File: src/rtl/x25519_pkg.sv
// Shared GF(2^255-19) constants and the reducer state encoding.
package x25519_pkg;

  localparam int FIELD_BITS = 255;
  localparam int FOLD_K     = 19;
  localparam logic [254:0] P25519 = {{250{1'b1}}, 5'b01101};

  typedef enum logic [2:0] {
    IDLE  = 3'd0,
    ACCUM = 3'd1,
    FLUSH = 3'd2,
    FOLD  = 3'd3,
    CANON = 3'd4,
    DONE  = 3'd5
  } state_t;

endpackage

File: src/rtl/x25519_streaming_reducer_adder.sv
// x25519_limb_serial_adder: one limb per cycle plus a wide addend, carry kept in a register.
module x25519_limb_serial_adder #(
  parameter int LIMB_BITS  = 8,
  parameter int CARRY_BITS = 38
) (
  input  logic                  clk,
  input  logic                  rst,
  input  logic                  clr,
  input  logic                  en,
  input  logic [LIMB_BITS-1:0]  a,
  input  logic [CARRY_BITS-1:0] b,
  output logic [LIMB_BITS-1:0]  sum,
  output logic [CARRY_BITS-1:0] cout
);

  logic [CARRY_BITS-1:0] carry;
  logic [CARRY_BITS:0]   total;

  always_comb begin
    total = {1'b0, b} + {{(CARRY_BITS + 1 - LIMB_BITS){1'b0}}, a} + {1'b0, carry};
    sum   = total[LIMB_BITS-1:0];
    cout  = CARRY_BITS'(total >> LIMB_BITS);
  end

  // clr wins over en so a pass can end and restart on the same edge
  always_ff @(posedge clk or posedge rst) begin
    if (rst) begin
      carry <= '0;
    end else if (clr) begin
      carry <= '0;
    end else if (en) begin
      carry <= cout;
    end
  end

endmodule

File: src/rtl/x25519_streaming_reducer.sv
// Column-stream carry ripple and x19 fold for GF(2^255-19).
// X25519_CANONICAL_EN adds a final CANON pass giving a fully reduced result in [0, p).
module x25519_streaming_reducer #(
  parameter int LIMB_BITS  = 8,
  parameter int NUM_LIMBS  = 32,
  parameter int IN_WIDTH   = 32,
  parameter int FIELD_BITS = x25519_pkg::FIELD_BITS,
  parameter int FOLD_K     = x25519_pkg::FOLD_K,
  localparam int OUT_WIDTH = LIMB_BITS * NUM_LIMBS + LIMB_BITS
) (
  input  logic                 clk,
  input  logic                 rst,
  input  logic                 start,
  input  logic                 din_valid,
  input  logic [IN_WIDTH-1:0]  din,
  output logic                 busy,
  output logic                 overrun,
  output logic                 out_valid,
  output logic [OUT_WIDTH-1:0] out
);

  import x25519_pkg::*;

  localparam int ACC_W     = IN_WIDTH + 1;
  localparam int CW        = IN_WIDTH + 1 + $clog2(FOLD_K + 1);
  localparam int CNT_W     = $clog2(NUM_LIMBS);
  // bit position of the fold point inside the most significant limb
  localparam int TOP_SHIFT = FIELD_BITS - LIMB_BITS * (NUM_LIMBS - 1);
  localparam logic [CNT_W-1:0]     LAST     = CNT_W'(NUM_LIMBS - 1);
  localparam logic [LIMB_BITS-1:0] TOP_MASK = LIMB_BITS'((64'd1 << TOP_SHIFT) - 64'd1);
  localparam logic [CW-1:0]        K_OP     = CW'(FOLD_K);
`ifdef X25519_CANONICAL_EN
  localparam state_t AFTER_FOLD = CANON;
`else
  localparam state_t AFTER_FOLD = DONE;
`endif

  if (IN_WIDTH <= LIMB_BITS) begin : g_chk_in
    $fatal(1, "IN_WIDTH must exceed LIMB_BITS");
  end
  if (FIELD_BITS >= LIMB_BITS * NUM_LIMBS) begin : g_chk_field
    $fatal(1, "FIELD_BITS must be below LIMB_BITS*NUM_LIMBS");
  end
  if (TOP_SHIFT < 0) begin : g_chk_top
    $fatal(1, "FIELD_BITS must fall inside the top limb");
  end

  state_t               state, state_nx, cur;
  logic [CNT_W-1:0]     cnt, cnt_nx, ccur;
  logic [ACC_W-1:0]     acc, acc_nx, acc_src;
  logic [CW-1:0]        fold_carry, fold_carry_nx, ov;
  logic                 pass, pass_nx;
  logic                 busy_nx, overrun_nx, out_valid_nx, out_we;
  logic [LIMB_BITS-1:0] limb [NUM_LIMBS];
  logic                 limb_we;
  logic [CNT_W-1:0]     limb_idx;
  logic [LIMB_BITS-1:0] limb_wd;
  logic                 add_clr, add_en;
  logic [LIMB_BITS-1:0] add_a, add_sum;
  logic [CW-1:0]        add_b, add_cout;
  logic [OUT_WIDTH-1:0] result;
`ifdef X25519_CANONICAL_EN
  logic [LIMB_BITS-1:0] t_limb [NUM_LIMBS];
  logic                 t_we, canon_sel, canon_sel_nx;
`endif

  assign add_a = limb[cnt];

  x25519_limb_serial_adder #(
    .LIMB_BITS (LIMB_BITS),
    .CARRY_BITS(CW)
  ) u_adder (
    .clk (clk),
    .rst (rst),
    .clr (add_clr),
    .en  (add_en),
    .a   (add_a),
    .b   (add_b),
    .sum (add_sum),
    .cout(add_cout)
  );

  // start behaves as if the cycle began in a cleared IDLE, so a coincident beat becomes beat 0
  always_comb begin
    cur           = start ? IDLE : state;
    ccur          = start ? '0 : cnt;
    acc_src       = start ? '0 : acc;
    state_nx      = cur;
    cnt_nx        = ccur;
    acc_nx        = acc_src;
    fold_carry_nx = fold_carry;
    pass_nx       = start ? 1'b0 : pass;
    busy_nx       = start ? 1'b0 : busy;
    overrun_nx    = start ? 1'b0 : overrun;
    out_valid_nx  = 1'b0;
    out_we        = 1'b0;
    limb_we       = 1'b0;
    limb_idx      = ccur;
    limb_wd       = add_sum;
    add_en        = 1'b0;
    add_clr       = start;
    add_b         = '0;
    ov            = '0;
`ifdef X25519_CANONICAL_EN
    t_we          = 1'b0;
    canon_sel_nx  = canon_sel;
`endif
    case (cur)
      IDLE, ACCUM: begin
        if (din_valid) begin
          acc_nx   = (acc_src >> LIMB_BITS) + ACC_W'(din);
          limb_we  = (ccur != '0);
          limb_idx = ccur - CNT_W'(1);
          limb_wd  = acc_src[LIMB_BITS-1:0];
          busy_nx  = 1'b1;
          if (ccur == LAST) begin
            state_nx = FLUSH;
            cnt_nx   = '0;
          end else begin
            state_nx = ACCUM;
            cnt_nx   = ccur + CNT_W'(1);
          end
        end else begin
          state_nx = cur;
        end
      end
      FLUSH: begin
        limb_we       = 1'b1;
        limb_idx      = LAST;
        limb_wd       = acc_src[LIMB_BITS-1:0] & TOP_MASK;
        fold_carry_nx = CW'(acc_src >> TOP_SHIFT) * K_OP;
        acc_nx        = '0;
        cnt_nx        = '0;
        pass_nx       = 1'b0;
        add_clr       = 1'b1;
        state_nx      = FOLD;
        overrun_nx    = overrun | din_valid;
      end
      FOLD: begin
        add_en     = 1'b1;
        add_b      = (ccur == '0) ? fold_carry : '0;
        limb_we    = 1'b1;
        overrun_nx = overrun | din_valid;
        if (ccur == LAST) begin
          ov      = CW'(add_sum >> TOP_SHIFT) | (add_cout << (LIMB_BITS - TOP_SHIFT));
          limb_wd = add_sum & TOP_MASK;
          add_clr = 1'b1;
          cnt_nx  = '0;
          // a second pass only ever sees a tiny overflow, so it cannot overflow again
          if ((ov != '0) && (pass == 1'b0)) begin
            fold_carry_nx = ov * K_OP;
            pass_nx       = 1'b1;
            state_nx      = FOLD;
          end else begin
            state_nx = AFTER_FOLD;
          end
        end else begin
          cnt_nx = ccur + CNT_W'(1);
        end
      end
`ifdef X25519_CANONICAL_EN
      CANON: begin
        add_en     = 1'b1;
        add_b      = (ccur == '0) ? K_OP : '0;
        t_we       = 1'b1;
        overrun_nx = overrun | din_valid;
        if (ccur == LAST) begin
          canon_sel_nx = add_sum[TOP_SHIFT];
          add_clr      = 1'b1;
          cnt_nx       = '0;
          state_nx     = DONE;
        end else begin
          cnt_nx = ccur + CNT_W'(1);
        end
      end
`endif
      DONE: begin
        out_we       = 1'b1;
        out_valid_nx = 1'b1;
        busy_nx      = 1'b0;
        state_nx     = IDLE;
        overrun_nx   = overrun | din_valid;
      end
      default: begin
        state_nx = IDLE;
        cnt_nx   = '0;
      end
    endcase
  end

  always_comb begin
    result = '0;
    for (int k = 0; k < NUM_LIMBS; k++) begin
`ifdef X25519_CANONICAL_EN
      result[k*LIMB_BITS +: LIMB_BITS] = canon_sel ? t_limb[k] : limb[k];
`else
      result[k*LIMB_BITS +: LIMB_BITS] = limb[k];
`endif
    end
  end

  always_ff @(posedge clk or posedge rst) begin
    if (rst) begin
      state      <= IDLE;
      cnt        <= '0;
      acc        <= '0;
      fold_carry <= '0;
      pass       <= 1'b0;
      busy       <= 1'b0;
      overrun    <= 1'b0;
      out_valid  <= 1'b0;
    end else begin
      state      <= state_nx;
      cnt        <= cnt_nx;
      acc        <= acc_nx;
      fold_carry <= fold_carry_nx;
      pass       <= pass_nx;
      busy       <= busy_nx;
      overrun    <= overrun_nx;
      out_valid  <= out_valid_nx;
    end
  end

  always_ff @(posedge clk or posedge rst) begin
    if (rst) begin
      for (int k = 0; k < NUM_LIMBS; k++) limb[k] <= '0;
    end else if (limb_we) begin
      limb[limb_idx] <= limb_wd;
    end
  end

`ifdef X25519_CANONICAL_EN
  // t = v + FOLD_K kept apart from v until the final carry picks one of them
  always_ff @(posedge clk or posedge rst) begin
    if (rst) begin
      for (int k = 0; k < NUM_LIMBS; k++) t_limb[k] <= '0;
      canon_sel <= 1'b0;
    end else begin
      if (t_we) t_limb[cnt] <= (cnt == LAST) ? (add_sum & TOP_MASK) : add_sum;
      canon_sel <= canon_sel_nx;
    end
  end
`endif

  always_ff @(posedge clk or posedge rst) begin
    if (rst) begin
      out <= '0;
    end else if (out_we) begin
      out <= result;
    end
  end

endmodule

File: config.mk
export PLATFORM = sky130hd
export DESIGN_NAME = x25519_streaming_reducer
export DESIGN_NICKNAME = d
export VERILOG_FILES = /design/src/rtl/x25519_pkg.sv /design/src/rtl/x25519_streaming_reducer_adder.sv /design/src/rtl/x25519_streaming_reducer.sv
export SDC_FILE = /design/constraint.sdc
export NUM_CORES = 2
export LEC_CHECK = 0
export BUFFER_PORTS_ARGS = -buffer_cell sky130_fd_sc_hd__buf_2
export CORE_MARGIN = 5
export CORE_UTILIZATION = 36
export CTS_CLUSTER_DIAMETER = 120
export DETAILED_ROUTE_END_ITERATION = 10
export GPL_TIMING_DRIVEN = 0
export SLEW_MARGIN = 20
export SYNTH_ARGS = -nofsm -noshare
export SYNTH_HDL_FRONTEND = slang
export SYNTH_HIERARCHICAL = 1
export SYNTH_SLANG_ARGS = --single-unit
File: constraint.sdc
create_clock -name clk -period 26.2 [get_ports clk]
set_input_delay 3.93 -clock clk [delete_from_list [all_inputs] [get_ports clk]]
set_output_delay 3.93 -clock clk [all_outputs]
set_load 0.01 [all_outputs]
**Yosys cells after proc, flatten, opt, wreduce, memory -nomap -nowiden**

Cells that the tools add are included.
Widths: inputs -> output; s select.

- Flip-flop bits (word level): 633
- Input bits: 36
- Output and inout bits: 267
- Word-level logic and storage cells: 123

- $add $sub $neg: 5
- $mul: 2
- Order comparisons: 3
- Equality and inequality tests: 7
- Multiplexer cells: 46
- Bitwise gates (word level): 5
- Reductions and logical operators: 13

Operators by type and width:

| kind | count |
|---|---|
| $bwmux 256 | 1 |
| $mux 38 | 6 |
| $pmux 38 s2 | 1 |
| $mux 33 | 2 |
| $pmux 33 s2 | 1 |
| $bmux 8 s5 | 1 |
| $demux 8 s5 | 1 |
| $mux 8 | 5 |
| $add 38x8->39 | 1 |
| $add 39x38->39 | 1 |
| $reduce_bool 38->1 | 1 |
| $mul 32x5->37 const B | 1 |
| $add 25x32->33 | 1 |
| $or 1x32->32 | 1 |
| $mul 26x5->31 const B | 1 |
| $pmux 8 s3 | 1 |
| $mux 5 | 4 |
| $pmux 5 s3 | 1 |
| $ge 6x6->1 const B | 2 |
| $mux 3 | 4 |
| $not 5->6 | 2 |
| $mux 1 | 11 |
| $pmux 5 s2 | 1 |
| $pmux 3 s3 | 1 |
| 20 further kinds | 29 |

**Depth between registers and ports, before layout**

- Depth after elaboration: 12
- Depth in mapped cells: 38
- Mapped depth without buffers: 34

**Modules after synthesis**

Netlist, hierarchy kept.

Modules (own cells, without submodules):

| module | times used | cells an instance | area each (µm²) | sequential area each (µm²) |
|---|---|---|---|---|
| x25519_streaming_reducer | 1 | 3399 | 33528.4 | 14889.3 |
| x25519_limb_serial_adder | 1 | 412 | 3633.5 | 775.7 |

**Least setup slack after synthesis**

No wires, ideal clock.

- Kind: input to register
- Start point: in start
- End point: reg fold_carry[36]
- Setup time: 0.131 ns
- Data arrival time: 10.395 ns
- Data required time: 26.069 ns
- Path slack: 15.674 ns
- Stages on the path: 33
- Path buffers: 3
- Cells stage by stage: buf_6 -> inv_2 -> buf_4 -> nand2_1 -> ha_1 -> and3_1 -> clkbuf_1 -> and2_1 -> fa_1 -> ha_1 -> inv_1 -> fa_1 -> nand2b_1 -> a211oi_2 -> o21ai_2 -> o31ai_2 -> a31oi_1 -> xnor2_1 -> ha_1 -> inv_1 -> fa_1 -> inv_1 -> ha_1 -> a21o_1 -> a21o_1 -> a21oi_1 -> o21ai_0 -> a221o_1 -> a31oi_4 -> o31a_4 -> o21ai_1 -> nor4bb_1 -> or3_1

- Longest elaborated chain between the ends: 11
- Elaborated cells on any way between the ends: 21
- Those cells by class: add/sub (2); mul (1); eq/ne (5); mux (7); bitwise (1); reduce/logical (5)

RTL lines:

| element | line | RTL |
|---|---|---|
| start, declared | x25519_streaming_reducer.sv:13 | `input logic start,` |
| $mux 5 | x25519_streaming_reducer.sv:86 | `ccur = start ? '0 : cnt;` |
| $logic_not 5->1 | x25519_streaming_reducer.sv:141 | `add_b = (ccur == '0) ? fold_carry : '0;` |
| $mux 38 | x25519_streaming_reducer.sv:141 |  |
| $mux 38 * | x25519_streaming_reducer.sv:108 | `case (cur)` |
| via add_b[1] | x25519_streaming_reducer.sv:60 | `logic [CW-1:0] add_b, add_cout;` |
| $add 38x8->39 * | x25519_streaming_reducer_adder.sv:20 | `total = {1'b0, b} + {{(CARRY_BITS + 1 - LIMB_BITS){1'b0}}, a} + {1'b0, carry};` |
| $add 39x38->39 * | x25519_streaming_reducer_adder.sv:20 |  |
| via add_cout[11] | x25519_streaming_reducer.sv:60 |  |
| $or 1x32->32 * | x25519_streaming_reducer.sv:145 | `ov = CW'(add_sum >> TOP_SHIFT) \| (add_cout << (LIMB_BITS - TOP_SHIFT));` |
| $mul 32x5->37 / $reduce_bool 38->1 (equally long branches) | x25519_streaming_reducer.sv:151, x25519_streaming_reducer.sv:150 |  |
| $mux 38 / $logic_and 1x1->1 (equally long branches) | x25519_streaming_reducer.sv:150 | `if ((ov != '0) && (pass == 1'b0)) begin` |
| $mux 38 / $ne 2x2->1 (equally long branches) | n/a |  |
| $pmux 38 s2 / $reduce_and 3->1 (equally long branches) | n/a |  |
| end signal, assigned | x25519_streaming_reducer.sv:216 | `fold_carry <= fold_carry_nx;` |
| end, declared | x25519_streaming_reducer.sv:51 | `logic [CW-1:0] fold_carry, fold_carry_nx, ov;` |

The timed path passes the listed nets; every way through them passes the cells marked *. The select of a mux whose other input is x is not followed.
A chain may end at the register's enable or synchronous reset.

**Final worst setup path**

Same ends and word-level chain as after synthesis.

==> flow_metrics.env <==
export IMPL_met3_usage_pct=3.68
export IMPL_cpPeakStageDelay_ps=640
export IMPL_hp_class="flip-flop to flip-flop"
export IMPL_fin_nets=4488
export IMPL_hold_buffers=0
export IMPL_ff2ff_path_depth=30
export IMPL_clockBufferDepth=3
export IMPL_end_kind="flip-flop"
export IMPL_status="completed"
export IMPL_critical_path_depth=36
export IMPL_antenna_found_initial=3
export IMPL_hold_viol=0
export IMPL_insertion_delay_ps=630
export IMPL_dr_first_iter_drc_count=2240
export IMPL_fin_crit_ps=11890
export IMPL_cts_root_buf="clkbuf_16"
export IMPL_r2r_slack_ps=16440
export IMPL_critical_path_slowest_cell="xnor2_1"
export IMPL_cp_startpoint="start"
export IMPL_switching_share_pct=27.3
export IMPL_met2_usage_pct=34.5
export IMPL_layout_setup_ws_ps=14310
export IMPL_cpLargestDelayFamily="compound AO/OA/AOI/OAI gates"
export IMPL_cp_start_kind="primary input"
export IMPL_worst_slew_pin_slew_ps=1190
export IMPL_grt_overflow=0
export IMPL_grt_max_degree=103
export IMPL_cp_endpoint="fold_carry[36]"
export IMPL_dieArea_um2=110000
export IMPL_post_drt_wl_per_cell_um=21.3
export IMPL_p_comb_share_pct=12.8
export IMPL_cp_num_buf_inv=10
export IMPL_syn_inst=3810
export IMPL_dr_pass1_iters=5
export IMPL_rsz0062_at_grt="false"
export IMPL_setup_viol=0
export IMPL_vdd_drop_max_mv=0.0431
export IMPL_ant_nets=0
export IMPL_viasPerCell=5.22
export IMPL_drive_gt1_share_pct=20.8
export IMPL_num_io_pins=303
export IMPL_syn_area_um2=37200
export IMPL_rows=117
export IMPL_fin_hold_ws_ps=468
export IMPL_p_leak_nw=22.9
export IMPL_cts_buffers=73
export IMPL_cts_resized_gates=0
export IMPL_max_cap_violations=0
export IMPL_fp_dieW_um=331
export IMPL_avgSynthCellArea_um2=9.75
export IMPL_p_per_area_nw_per_um2=55.2
export IMPL_area_growth_pct=16.1
export IMPL_gp_congestion=0.904
export IMPL_grt_total_usage_pct=21.1
export IMPL_drc_errors=0
export IMPL_start_util_pct=36.4
export IMPL_fin_crit_sh_pct=45.4
export IMPL_busiest_layer="met2"
export IMPL_routed_wl_mm=119
export IMPL_p_switching_uw=650
export IMPL_relSlewSlack_pct=20.6
export IMPL_p_clk_share_pct=45.0
export IMPL_finClkSkew_ps=31.5
export IMPL_pre_cts_slack_ps=13870
export IMPL_clk_pin_slew_ps=60
export IMPL_crit_fanout=10
export IMPL_vias=29400
export IMPL_htreeDepth=3
export IMPL_first_global_vias=29100
export IMPL_clock_sinks=626
export IMPL_worstPathArrival_ps=12370
export IMPL_p_int_mw=1.73
export IMPL_grt_use_met1_pct=28.7
export IMPL_rr_startpoint="cnt[1]"
export IMPL_crit_type="primary input to flip-flop"
export IMPL_dpl_hpwl_mm=92.5
export IMPL_port_buffers=289
export IMPL_fp_dieH_um=331
export IMPL_max_freq_mhz=84.1
export IMPL_crit_top_cell="inv_1"
export IMPL_post_cts_setup_buffers=0
export IMPL_final_util_pct=42.2
export IMPL_sequentialPowerShare_pct=42.2
export IMPL_grt_pass1_wl_mm=182
export IMPL_r2r_end="fold_carry[36]"
export IMPL_core_area_um2=102000
export IMPL_required_ps=26680
export IMPL_cts_tree="built"
export IMPL_maxSlewViolCount=0
export IMPL_synth_warnings=6
-- through the flow --
step	setup TNS (ps)	power [mW]	cells	area, um2
4_1_cts	0	2.39	5620	43100
3_3_place_gp	-1070450	1.32	5479	40400
6_report	0	2.38	5621	43100
3_5_place_dp	0	1.32	5487	40600
2_1_floorplan	0	1.23	3822	37200
5_1_grt	0	2.47	5620	43100
-- worst register-to-register path: cells and delay by family, from the launching register on --
family	cells	cell delay [ps]
buffers and inverters	5	1610
xor gates and xnor gates	1	640
DFF	1	420
adders and majority gates	6	2200
AOI/OAI and AO/OA	12	2660
and+or+nand+nor	3	720
muxes	3	1340
-- per-layer routing --
metal / share of wire, % / vias to the layer above
met4: 3.3 / 4
li1: - / 13600
met5: 0.028 / -
met2: 47 / 856
met3: 6.0 / 174
met1: 44 / 14700
-- flip-flops by register name, summed over array words and instances, names as in the netlist, 3 cells and up --
name and count:
fold_carry 38, state 3, out 256, acc 33
limb 256, cnt 5, u_adder/carry 31
-- worst min-delay path by stage --
stage / from / end / slack [ps] / cells past startpoint
after global routing: out[14] / out[14] / 490 / 2
after global placement: out[210] / out[210] / 450 / 2
after detailed placement: out[195] / out[195] / 460 / 2
final: out[240] / out[240] / 470 / 2
after floorplan: fold_carry[0] / fold_carry[0] / 440 / 2
after CTS: out[249] / out[249] / 470 / 2
-- cell usage in the layout (no fill, tap or decap), drive strengths merged, types with 30 or more instances in the layout --
cell      n
fa       63
xnor2    90
a21o     51
mux4     80
dfrtp   626
nand2   963
a21oi   161
buf     361
clkbuf  241
nor3     31
nand3    42
and2     51
o21ai   109
ha      195
inv     304
a31oi    30
xor2     45
nor2    152
mux2    265
-- power groups by stage --
| stage | combinational, mW | clock, mW | sequential (mW) |
|---|---|---|---|
| global placement | 0.297 | 0 | 1.02 |
| detailed placement | 0.304 | 0 | 1.02 |
| CTS | 0.305 | 1.08 | 1.00 |
| finish | 0.305 | 1.07 | 1.00 |
| global route | 0.337 | 1.13 | 1.00 |
| floorplan | 0.220 | 0 | 1.01 |
-- final cells by class --
type / count / area [um2]
flip-flops and latches: 626 / 15700
fillers: 10100 / 59100
diodes: 1 / 2.50
plain buffers: 208 / 897
multi-input cells: 2688 / 19500
well taps: 1368 / 1710
inverters: 300 / 1130
repair buffers: 297 / 1670
clock buffers: 97 / 2100
clock inverters: 36 / 433
(Power assumes the default switching activity.)
